===== config.mk =====
export PLATFORM = sky130hd
export DESIGN_NAME = prog_loader
export DESIGN_NICKNAME = d
export VERILOG_FILES = /design/src/rtl/cpu_pkg.sv /design/src/rtl/prog_loader.sv
export SDC_FILE = /design/constraint.sdc
export NUM_CORES = 1
export LEC_CHECK = 0
export CAP_MARGIN = 10
export CORE_ASPECT_RATIO = 1.2
export CORE_MARGIN = 5
export CORE_UTILIZATION = 50
export DETAILED_ROUTE_END_ITERATION = 6
export DONT_BUFFER_PORTS = 1
export GPL_TIMING_DRIVEN = 0
export PLACE_DENSITY = 0.76
export SYNTH_ARGS = -nofsm -noshare
export SYNTH_HDL_FRONTEND = slang
export SYNTH_SLANG_ARGS = --single-unit

===== constraint.sdc =====
create_clock -name clk -period 1.9 [get_ports clk]
set_clock_uncertainty 0.05 [all_clocks]
set_input_delay 0.38 -clock clk [delete_from_list [all_inputs] [get_ports clk]]
set_output_delay 0.38 -clock clk [all_outputs]
set_load 0.1 [all_outputs]

===== src/rtl/cpu_pkg.sv =====
// Shared CPU definitions: address/word widths, loader state encoding and the
// largest program the instruction memory can hold.
package cpu_pkg;

  localparam int unsigned D         = 12;
  localparam int unsigned W         = 9;
  localparam int unsigned MAX_WORDS = 2 ** D;

  typedef enum logic [2:0] {
    S_LEN_LO,
    S_LEN_HI,
    S_INS_LO,
    S_INS_HI,
    S_CHK,
    S_RUN,
    S_ERR
  } load_state_t;

endpackage


===== src/rtl/prog_loader.sv =====
// Instruction-memory writer: parses a framed host byte stream into 9-bit words,
// writes them from address 0, and releases the CPU only after a good checksum.
module prog_loader
  import cpu_pkg::*;
#(
  parameter int unsigned D = 12,
  parameter int unsigned W = 9
) (
  input  logic         clk,
  input  logic         reset,
  input  logic         rx_valid,
  input  logic [7:0]   rx_data,
  output logic         rx_ready,
  output logic         im_wr_en,
  output logic [D-1:0] im_wr_addr,
  output logic [W-1:0] im_wr_data,
  output logic         start,
  output logic         busy,
  output logic         load_ok,
  output logic         load_err
);

  localparam logic [16:0] MAX_N = 17'(2 ** D);

  load_state_t  state;
  logic [7:0]   len_lo;
  logic [7:0]   ins_lo;
  logic [7:0]   acc;
  logic [15:0]  n_words;
  logic [D:0]   cnt;
  logic [D:0]   cnt_nxt;
  logic [15:0]  n_rx;
  logic         last_word;
  logic         take;

  always_comb begin
    rx_ready = 1'b0;
    if (!reset) begin
      unique case (state)
        S_LEN_LO, S_LEN_HI, S_INS_LO, S_INS_HI, S_CHK: rx_ready = 1'b1;
        default:                                       rx_ready = 1'b0;
      endcase
    end
  end

  always_comb begin
    take      = rx_valid && rx_ready;
    n_rx      = {rx_data, len_lo};
    cnt_nxt   = cnt + 1'b1;
    last_word = (17'(cnt_nxt) == {1'b0, n_words});
  end

  always_ff @(posedge clk) begin
    if (reset) begin
      state      <= S_LEN_LO;
      len_lo     <= '0;
      ins_lo     <= '0;
      acc        <= '0;
      n_words    <= '0;
      cnt        <= '0;
      im_wr_en   <= 1'b0;
      im_wr_addr <= '0;
      im_wr_data <= '0;
      start      <= 1'b1;
      busy       <= 1'b0;
      load_ok    <= 1'b0;
      load_err   <= 1'b0;
    end else begin
      im_wr_en <= 1'b0;
      if (take) begin
        unique case (state)
          S_LEN_LO: begin
            len_lo <= rx_data;
            acc    <= acc ^ rx_data;
            busy   <= 1'b1;
            state  <= S_LEN_HI;
          end
          S_LEN_HI: begin
            acc     <= acc ^ rx_data;
            n_words <= n_rx;
            if ({1'b0, n_rx} > MAX_N) begin
              state    <= S_ERR;
              load_err <= 1'b1;
              busy     <= 1'b0;
            end else if (n_rx == 16'd0) begin
              state <= S_CHK;
            end else begin
              state <= S_INS_LO;
            end
          end
          S_INS_LO: begin
            ins_lo <= rx_data;
            acc    <= acc ^ rx_data;
            state  <= S_INS_HI;
          end
          S_INS_HI: begin
            if (|rx_data[7:1]) begin
              state    <= S_ERR;
              load_err <= 1'b1;
              busy     <= 1'b0;
            end else begin
              im_wr_en   <= 1'b1;
              im_wr_addr <= cnt[D-1:0];
              im_wr_data <= W'({rx_data[0], ins_lo});
              acc        <= acc ^ rx_data;
              cnt        <= cnt_nxt;
              state      <= last_word ? S_CHK : S_INS_LO;
            end
          end
          S_CHK: begin
            busy <= 1'b0;
            if (rx_data == acc) begin
              state   <= S_RUN;
              start   <= 1'b0;
              load_ok <= 1'b1;
            end else begin
              state    <= S_ERR;
              load_err <= 1'b1;
            end
          end
          default: state <= state;
        endcase
      end
    end
  end

endmodule


==> impl_metrics.json, run 1 <==
{
  "grt_use_met2_pct": 31.1,
  "areaGrowthSynthToFinish_pct": 18.3,
  "worst_slack_ns": -0.0908,
  "cp_cell_sequence": "or4_4, nor4_4, o21bai_1, o2bb2ai_1, a221o_1, a21o_1",
  "ys_seq_area_share_pct": 43.6,
  "p_int_mw": 2.53,
  "holdWs_ns": 0.0464,
  "grt_pass1_wl_mm": 14.4,
  "ys_ff_latch": 82,
  "totalWireLength_mm": 9.37,
  "drt_drc_violations_left": 0,
  "postRouteAntennaNets": 0,
  "vias": 3229,
  "track_usage_pct": 19.6,
  "use_met3_pct": 4.88,
  "initial_utilization_pct": 51.4,
  "worst_ep_required_time_ns": 2.12,
  "cp_num_buf_inv": 0,
  "nNetsFinal": 491,
  "yosys-top-cells-area": "dfxtp_1, nand2_1, mux2i_1",
  "rsz0062_at_grt": "true",
  "cts_sinks": 82,
  "post_drt_via_cell_ratio": 5.63,
  "cp.arrival_ns": 2.21,
  "clock_path_buffers": 2,
  "cts_tree": "built",
  "gp_congestion": 0.947,
  "diodes": 0,
  "slew_headroom_pct": 33.6,
  "num_rows": 34,
  "yosysTopAreaCell": "dfxtp_1",
  "switching_share_pct": 26.4,
  "place_hpwl_mm": 6.12,
  "p_seq_share_pct": 52.8,
  "grt.busiest_layer": "met2",
  "seqCellArea_um2": 1660,
  "outcome": "finished, violations left",
  "fillCellCount": 623,
  "critPathTopFamily": "simple AND/OR/NAND/NOR gates",
  "netlist-cell-type-count": 50,
  "maxCapViolCount": 0,
  "drt_iter0_drc": 170,
  "p_sw_mw": 0.907,
  "slew_viol_final": 0,
  "cp_max_fo": 4,
  "critPathKind": "reg2reg",
  "ys.warnings.count": 0,
  "power_density_nw_per_um2": 771,
  "clk_latency_ns": 0.37,
  "drt_pass1_iterations": 5,
  "io-pin-count": 38,
  "portBuffers": 0,
  "max_freq_ghz": 0.502,
  "wl_per_cell_um": 16.3,
  "tightest_slew_ns": 0.994,
  "synth_edf_count": 0,
  "cp_slowest_cell": "or4_4",
  "failed_checks": "negative setup slack",
  "synth_async_sr_flop_share_pct": 0,
  "die_width_um": 89.2,
  "synth_nets": 458,
  "syn-mean-instance-area_um2": 8.44,
  "cts_buffers": 9,
  "drive_gt1_share_pct": 17.8,
  "grt_antenna_before_repair": 0,
  "grt_max_degree": 15,
  "fin_crit_ns": 1.99,
  "dieArea_um2": 9370,
  "grt_overflow": 0,
  "pre_cts_ws_ns": -0.331,
  "peakVddDrop_v": 0.000596,
  "pwr-share-comb_pct": 8.9,
  "use_met1_pct": 24.3,
  "synth_cells": 446,
  "multi_input_area_um2": 2090,
  "slowest_delay_ns": 0.54,
  "final_hold_viol_count": 0,
  "core-area_um2": 7320,
  "layout_worst_path_cycle_share_pct": 105,
  "worstHoldPathType": "in2reg",
  "finalPower_mw": 3.43,
  "grt_pass1_vias": 2934,
  "synth.top_cell.area_share_pct": 43.6,
  "critPathLaunchType": "flop",
  "fin_util_pct": 60.8,
  "end_kind": "flop",
  "synthFlopType": "dfxtp_1",
  "cts_root_buf": "clkbuf_8",
  "power.leakage_nw": 1.76,
  "die_height_um": 105,
  "clkPwrFrac_pct": 38.2,
  "clkSlewWorstSetupHoldPaths_ns": 0.09,
  "h-tree-depth": 3,
  "setup_violations": 1,
  "netlist_area_um2": 3760
}
## layout by cell type (no fill, tap or decap), drive strengths merged, types with 2 or more instances in the layout
cell,synthesis,final
o31ai,2,2
xnor2,27,27
a21oi,39,39
clkinv,0,3
nor3b,3,3
xor2,18,18
o21ai,6,6
inv,5,5
nor2b,5,5
or3,3,3
dfxtp,82,82
nand4,10,10
mux2i,25,25
nor2,56,56
clkbuf,19,27
nand3,16,16
a211oi,2,2
nor3,10,10
nor4,4,4
buf,14,39
a21o,3,3
and2,3,3
nand2,74,74
o21bai,3,3
## worst register-to-register path: cells and delay by family, from the launching register on
| family | cells | cell delay [ns] |
|---|---|---|
| simple gates | 2 | 0.80 |
| flops | 1 | 0.33 |
| compound gates | 4 | 0.71 |
## worst paths after layout
| kind | startpoint | to | slack [ns] | depth (start not counted) |
|---|---|---|---|---|
| worst max-delay path | len_lo[2]$_SDFFE_PP0P_ | state[1]$_SDFFE_PP0P_ | -0.09 | 6 |
| worst min-delay path | rx_valid | state[0]$_SDFFE_PP0P_ | 0.05 | 1 |
| worst max register to register | len_lo[2]$_SDFFE_PP0P_ | state[1]$_SDFFE_PP0P_ | -0.09 | 6 |
| worst min register to register | ins_lo[3]$_SDFFE_PP0P_ | im_wr_data[3]$_SDFFE_PP0P_ | 0.42 | 2 |
## cells by family (layout without fill, tap and decap cells)
logic type | count (synthesis) | count (layout) | share of synthesized area [%]
AO/OA/AOI/OAI | 65 | 65 | 10.4
flip-flops | 82 | 82 | 43.6
XOR/XNOR | 45 | 45 | 10.5
adder cells (fa/ha/maj) | 1 | 1 | 0.333
AND/OR/NAND/NOR | 190 | 190 | 24.0
buffers and inverters | 38 | 76 | 4.42
multiplexers | 25 | 25 | 6.65
## final cells by class
cell class,count,share of cell area (%)
sequential,82,37.2
multi-input combinational,326,46.9
buffer,30,3.77
clock inverter,5,1.43
tap,90,2.53
timing repair buffer,25,4.50
clock buffer,11,3.18
inverter,5,0.478
## flip-flops by register name, summed over array words and instances, names as in the netlist
register,count
start,1
busy,1
im_wr_data,9
im_wr_addr,12
acc,8
state,3
cnt,13
load_ok,1
load_err,1
n_words,16
ins_lo,8
len_lo,8
im_wr_en,1
## power by group through the flow
stage               Sequential, mW  Clock (mW)  Combinational [mW]
floorplan                     1.84           0               0.232
global placement              1.84           0               0.280
detailed placement            1.85           0               0.286
CTS                           1.81        1.32               0.288
global route                  1.82        1.41               0.332
finish                        1.81        1.31               0.307
## synth_stat cells, types with 2 or more instances
| master | number |
|---|---|
| buf_2 | 8 |
| or3_1 | 3 |
| o31ai_1 | 2 |
| a21oi_1 | 39 |
| a211oi_1 | 2 |
| buf_4 | 3 |
| xor2_1 | 18 |
| buf_1 | 3 |
| nand3_1 | 15 |
| mux2i_1 | 25 |
| clkbuf_1 | 17 |
| nor2b_1 | 5 |
| o21bai_1 | 3 |
| nor2_1 | 56 |
| and2_1 | 3 |
| nand4_2 | 2 |
| nor4_4 | 2 |
| a21o_1 | 2 |
| inv_1 | 4 |
| nand4_1 | 8 |
| dfxtp_1 | 82 |
| nor3b_1 | 2 |
| nand2_1 | 74 |
| xnor2_1 | 27 |
| o21ai_0 | 6 |
| clkbuf_2 | 2 |
| nor3_1 | 10 |
## routing by layer
layer / vias to the layer above / share of wire [%]
met4: 0 / 3.4
met5: - / 0
li1: 1560 / -
met1: 1534 / 41
met3: 30 / 6.1
met2: 105 / 49
## per-stage QoR
stage,instances,area (µm²),TNS [ns]
6_report,574,4450,-0.0908
3_3_place_gp,536,3900,-10.86
5_1_grt,574,4450,-0.439
4_1_cts,554,4220,-0.0652
2_1_floorplan,446,3790,0
3_5_place_dp,536,3900,-10.60
## what timing repair did
| item | 4_1_cts | 5_1_grt |
|---|---|---|
| resized for setup | 22 | 23 |
| gates cloned | 0 | 0 |
| buffers inserted | 5 | 20 |
| hold buffers | 0 | 0 |
| endpoints found under the setup margin | 39 | 47 |
| pin swaps | 8 | 9 |
(Power assumes the default switching activity.)
==> run 2: changes to the inputs <==
==> constraint.sdc (replaced) <==
create_clock -name clk -period 1.9 [get_ports clk]
set_clock_uncertainty 0.05 [all_clocks]
set_input_delay 0 -clock clk [delete_from_list [all_inputs] [get_ports clk]]
set_output_delay 0 -clock clk [all_outputs]
set_load 0.1 [all_outputs]
==> run 2 against run 1 <==
Effect of this change: the run still ends with negative setup slack left; routed wire length is 1.3% lower; critical path depth unchanged; cell count shrank 0.17%; die area stayed put; core utilization decreased by 0.56 points; critical endpoint unchanged; largest cell class unchanged; highest routed layer unchanged.
==> impl_metrics.json, run 2 (synthesized netlist as in run 1, its figures left out) <==
{
  "place_hpwl_mm": 6.20,
  "grt_max_degree": 17,
  "cp_slowest_cell": "or4_4",
  "nNetsFinal": 490,
  "critPathLaunchType": "flop",
  "end_kind": "flop",
  "maxCapViolCount": 0,
  "r2r_setup_slack_ns": -0.1,
  "tightest_slew_ns": 1.00,
  "setup_violations": 2,
  "worstHoldPathType": "in2reg",
  "slowest_delay_ns": 0.54,
  "grt_antenna_before_repair": 0,
  "layout_worst_path_cycle_share_pct": 105,
  "power_density_nw_per_um2": 758,
  "slew_headroom_pct": 33.1,
  "h-tree-depth": 3,
  "holdWs_ns": 0.0196,
  "initial_utilization_pct": 51.4,
  "core-area_um2": 7320,
  "diodes": 0,
  "critPathLaunch": "len_lo[2]$_SDFFE_PP0P_",
  "grt_pass1_wl_mm": 14.5,
  "seqCellArea_um2": 1650,
  "rsz0062_at_grt": "true",
  "r2r_end": "state[1]$_SDFFE_PP0P_",
  "r2r_cells": 6,
  "cts_root_buf": "clkbuf_8",
  "outcome": "finished, violations left",
  "num_rows": 34,
  "max_freq_ghz": 0.501,
  "largest_reg_flops": 16,
  "clkSlewWorstSetupHoldPaths_ns": 0.09,
  "drt_pass1_iterations": 5,
  "gp_congestion": 0.935,
  "die_width_um": 89.2,
  "postRouteAntennaNets": 0,
  "cts_sinks": 82,
  "fillCellCount": 615,
  "reg2reg_from": "len_lo[2]$_SDFFE_PP0P_",
  "clock_path_buffers": 2,
  "cp_max_fo": 2,
  "areaGrowthSynthToFinish_pct": 17.2,
  "vias": 3185,
  "cp.arrival_ns": 2.21,
  "final_hold_viol_count": 0,
  "crit_path_end": "state[1]$_SDFFE_PP0P_",
  "power.leakage_nw": 1.74,
  "track_usage_pct": 19.8,
  "reg_top3": "n_words (16), cnt (13), im_wr_addr (12)",
  "totalWireLength_mm": 9.24,
  "dieArea_um2": 9370,
  "drive_gt1_share_pct": 16.6,
  "clk_latency_ns": 0.36,
  "mostFrequentLayoutCells": "nand2_1, dfxtp_1, nor2_1, a21oi_1, xnor2_1",
  "wl_per_cell_um": 16.1,
  "portBuffers": 0,
  "grt_overflow": 0,
  "peakVddDrop_v": 0.000479,
  "post_drt_via_cell_ratio": 5.56,
  "drt_drc_violations_left": 0,
  "die_height_um": 105,
  "cts_tree": "built",
  "critPathKind": "reg2reg",
  "cts_buffers": 9,
  "io-pin-count": 38,
  "failed_checks": "negative setup slack",
  "grt_pass1_vias": 2914,
  "fin_crit_ns": 2.00,
  "drt_iter0_drc": 170,
  "worst_ep_required_time_ns": 2.11,
  "cp_cell_sequence": "or4_4, nor4_4, o21bai_1, o2bb2ai_1, a221o_1, a21o_1",
  "worst_slack_ns": -0.0964,
  "multi_input_area_um2": 2090,
  "pre_cts_ws_ns": -0.481,
  "max_flop_register": "n_words",
  "slew_viol_final": 0
}
-- run 2: stage by stage --
step                      instance area [µm²]  instances  setup TNS [ns]  power [mW]  utilization [%]
after floorplan                          3770        446          -0.137        2.07                -
after global placement                   3880        536           -1.61        2.12             53.0
after detailed placement                 3880        536           -3.70        2.13             53.0
after CTS                                4260        562          -0.928        3.34             58.2
after global routing                     4410        573          -0.396        3.48             60.3
final                                    4410        573          -0.150        3.34             60.3
-- run 2: worst min path at each step --
| stage | from | end | cells past startpoint |
|---|---|---|---|
| after floorplan | rx_valid | state[0]$_SDFFE_PP0P_ | 1 |
| after global placement | rx_valid | state[0]$_SDFFE_PP0P_ | 1 |
| after detailed placement | rx_valid | state[0]$_SDFFE_PP0P_ | 1 |
| final | rx_data[1] | acc[1]$_SDFFE_PP0P_ | 4 |
| after CTS | rx_valid | state[1]$_SDFFE_PP0P_ | 3 |
| after global routing | rx_valid | state[1]$_SDFFE_PP0P_ | 3 |
-- run 2: power breakdown --
| part | switching [mW] | internal (mW) | leakage [nW] | total (mW) |
|---|---|---|---|---|
| Sequential | 0.0562 | 1.75 | 0.667 | 1.81 |
| Combinational | 0.194 | 0.137 | 0.976 | 0.331 |
| Clock | 0.700 | 0.501 | 0.0940 | 1.20 |
-- run 2: timing repair --
| item | 4_1_cts | 5_1_grt |
|---|---|---|
| pin swaps | 7 | 11 |
| endpoints found under the setup margin | 41 | 52 |
| endpoints found under the hold margin | 26 | 1 |
| buffers inserted | 3 | 10 |
| resized for setup | 18 | 24 |
| hold buffers | 9 | 1 |
-- run 2: worst max-delay path, delay by kind of cell, from the launching register on --
family / cells / cell delay [ns]
AOI/OAI and AO/OA: 4 / 0.71
DFF: 1 / 0.33
and+or+nand+nor: 2 / 0.82
-- run 2: layer usage --
metal	track usage [%]	up-vias	wire [µm]	share of wire (%)
li1	-	1561	-	-
met1	24.1	1501	3710	40
met2	31.9	107	4700	51
met3	6.06	16	671	7.3
met4	8.62	0	165	1.8
met5	0	-	0	0
-- run 2: layout make-up --
type | instances | area share [%]
Tap cell | 90 | 2.55
Inverter | 5 | 0.426
Multi-Input combinational cell | 326 | 47.3
Timing Repair Buffer | 23 | 4.48
Clock inverter | 7 | 1.39
Sequential cell | 82 | 37.5
Clock buffer | 9 | 2.81
Buffer | 31 | 3.55
==> run 3: changes to the inputs <==
--- a/config.mk
+++ b/config.mk
@@ -8,11 +8,11 @@
 export CAP_MARGIN = 10
 export CORE_ASPECT_RATIO = 1.2
 export CORE_MARGIN = 5
-export CORE_UTILIZATION = 50
+export CORE_UTILIZATION = 57
 export DETAILED_ROUTE_END_ITERATION = 6
 export DONT_BUFFER_PORTS = 1
 export GPL_TIMING_DRIVEN = 0
-export PLACE_DENSITY = 0.76
+export PLACE_DENSITY = 0.83
 export SYNTH_ARGS = -nofsm -noshare
 export SYNTH_HDL_FRONTEND = slang
 export SYNTH_SLANG_ARGS = --single-unit
==> run 3 against run 2 <==
Effect of this change: the run still ends with negative setup slack left; maximum frequency increased by 2.4%; global-route usage is 4.1 points higher; critical path depth rose by 1; count of clock-buffer cells in the layout rose by 1; clock power fell by 3%; sequential power barely moved; first-iteration DRC count grew 19%; sequential cell count stayed put; largest cell class unchanged.
==> impl_metrics.json, run 3 (synthesized netlist as in run 1, its figures left out) <==
{
  "gp_congestion": 0.901,
  "grt_overflow": 0,
  "rsz0062_at_grt": "true",
  "dpl_cell_area_um2": 3870,
  "place_hpwl_mm": 6.42,
  "track_usage_pct": 23.9,
  "die_width_um": 84.2,
  "end_kind": "flop",
  "largest_reg_flops": 16,
  "failed_checks": "negative setup slack",
  "maxCapViolCount": 0,
  "clkSlewWorstSetupHoldPaths_ns": 0.09,
  "postRouteAntennaNets": 0,
  "setup_violations": 2,
  "p_int_mw": 2.38,
  "cp.arrival_ns": 2.14,
  "final_common_cell": "dfxtp_1",
  "slew_headroom_pct": 31.8,
  "clkPwrFrac_pct": 35.2,
  "wl_per_cell_um": 17.6,
  "grt_antenna_before_repair": 0,
  "cts_buffers": 9,
  "fillCellCount": 489,
  "layout_worst_path_cycle_share_pct": 103,
  "worst_slack_ns": -0.0493,
  "reg_top3": "n_words (16), cnt (13), im_wr_addr (12)",
  "worstHoldPathType": "in2reg",
  "cts_root_buf": "clkbuf_8",
  "grt_pass1_vias": 3287,
  "grt_pass1_wl_mm": 15.9,
  "totalWireLength_mm": 10.0,
  "drt_drc_violations_left": 0,
  "fin_area_um2": 4390,
  "diodes": 0,
  "peakVddDrop_v": 0.000655,
  "io-pin-count": 38,
  "critPathLaunchType": "flop",
  "dieArea_um2": 8330,
  "die_height_um": 99,
  "grt_max_degree": 16,
  "critPathKind": "reg2reg",
  "post_drt_via_cell_ratio": 5.87,
  "instances_no_fill": 567,
  "portBuffers": 0,
  "switching_share_pct": 28.0,
  "fin_crit_ns": 1.95,
  "drive_gt1_share_pct": 16.4,
  "p_seq_share_pct": 54.9,
  "nNetsFinal": 489,
  "cts_tree": "built",
  "clock_path_buffers": 2,
  "pwr-share-comb_pct": 9.9,
  "drt_pass1_iterations": 4,
  "worst_ep_required_time_ns": 2.09,
  "cts_sinks": 82,
  "max_freq_ghz": 0.513,
  "vias": 3326,
  "finalPower_mw": 3.30,
  "outcome": "finished, violations left",
  "tightest_slew_ns": 1.02,
  "clk_latency_ns": 0.36,
  "areaGrowthSynthToFinish_pct": 16.7,
  "power.leakage_nw": 1.73,
  "final_hold_viol_count": 0,
  "dp_cells": 531,
  "max_flop_register": "n_words",
  "initial_utilization_pct": 58.4,
  "cp_max_fo": 8,
  "core-area_um2": 6450,
  "slew_viol_final": 0,
  "h-tree-depth": 3,
  "drt_iter0_drc": 203,
  "mostFrequentLayoutCells": "dfxtp_1, nand2_1, nor2_1, a21oi_1, xnor2_1",
  "num_rows": 32,
  "power_density_nw_per_um2": 752,
  "p_sw_mw": 0.925
}
run 3: area by class of cell:
type / count / area (µm²) / share of cell area, %
Buffer: 31 / 158 / 3.59
Clock buffer: 10 / 128 / 2.91
Clock inverter: 6 / 50.0 / 1.14
Inverter: 5 / 21.3 / 0.484
Multi-Input combinational cell: 326 / 2090 / 47.6
Sequential cell: 82 / 1650 / 37.6
Tap cell: 85 / 106 / 2.42
Timing Repair Buffer: 22 / 188 / 4.27
run 3: power groups by stage:
stage                     combinational [mW]  clock, mW  sequential, mW
after floorplan                        0.231          0            1.84
after detailed placement               0.284          0            1.85
after global placement                 0.278          0            1.84
after global routing                   0.352       1.26            1.82
after CTS                              0.314       1.18            1.81
final                                  0.327       1.16            1.81
run 3: what timing repair did:
action	in CTS	in global routing
buffers inserted	10	3
pin swaps	9	6
hold buffers	9	0
hold endpoints to repair	24	0
gates resized for setup	24	16
setup endpoints to repair	47	46
run 3: layer usage:
layer	global-route usage (%)	wire, µm	up-vias
met5	0	0	-
met4	10.9	300	0
met3	5.85	591	28
met2	42.3	5120	148
met1	27.0	3980	1592
li1	-	-	1558
run 3: stage by stage:
stage	hold WS, ns	worst slack, ns	TNS, ns	util, %
CTS	0.00763	-0.00773	-0.0173	67.1
finish	0.0152	-0.0493	-0.0883	68.1
global route	0.0229	-0.0931	-0.324	68.1
detailed placement	0.0515	-0.499	-4.54	60.1
global placement	0.0501	-0.399	-3.06	60.1
floorplan	0.0466	-0.137	-0.137	-
run 3: worst paths after layout:
path | from | endpoint | slack [ns] | cells past startpoint
setup / recovery | cnt[1]$_SDFFE_PP0P_ | state[1]$_SDFFE_PP0P_ | -0.05 | 7
hold / removal | rx_data[1] | n_words[9]$_SDFFE_PP0P_ | 0.02 | 3
setup reg to reg | cnt[1]$_SDFFE_PP0P_ | state[1]$_SDFFE_PP0P_ | -0.05 | 7
hold reg to reg | ins_lo[0]$_SDFFE_PP0P_ | im_wr_data[0]$_SDFFE_PP0P_ | 0.41 | 2
run 3: critical path: stages, from the launching register on:
cell and delay (ns):
dfxtp_4 0.39, ha_4 0.16, nand3_4 0.13, or2_4 0.27, nor4b_4 0.23, a2111oi_2 0.10
a221o_1 0.35, a21o_1 0.15
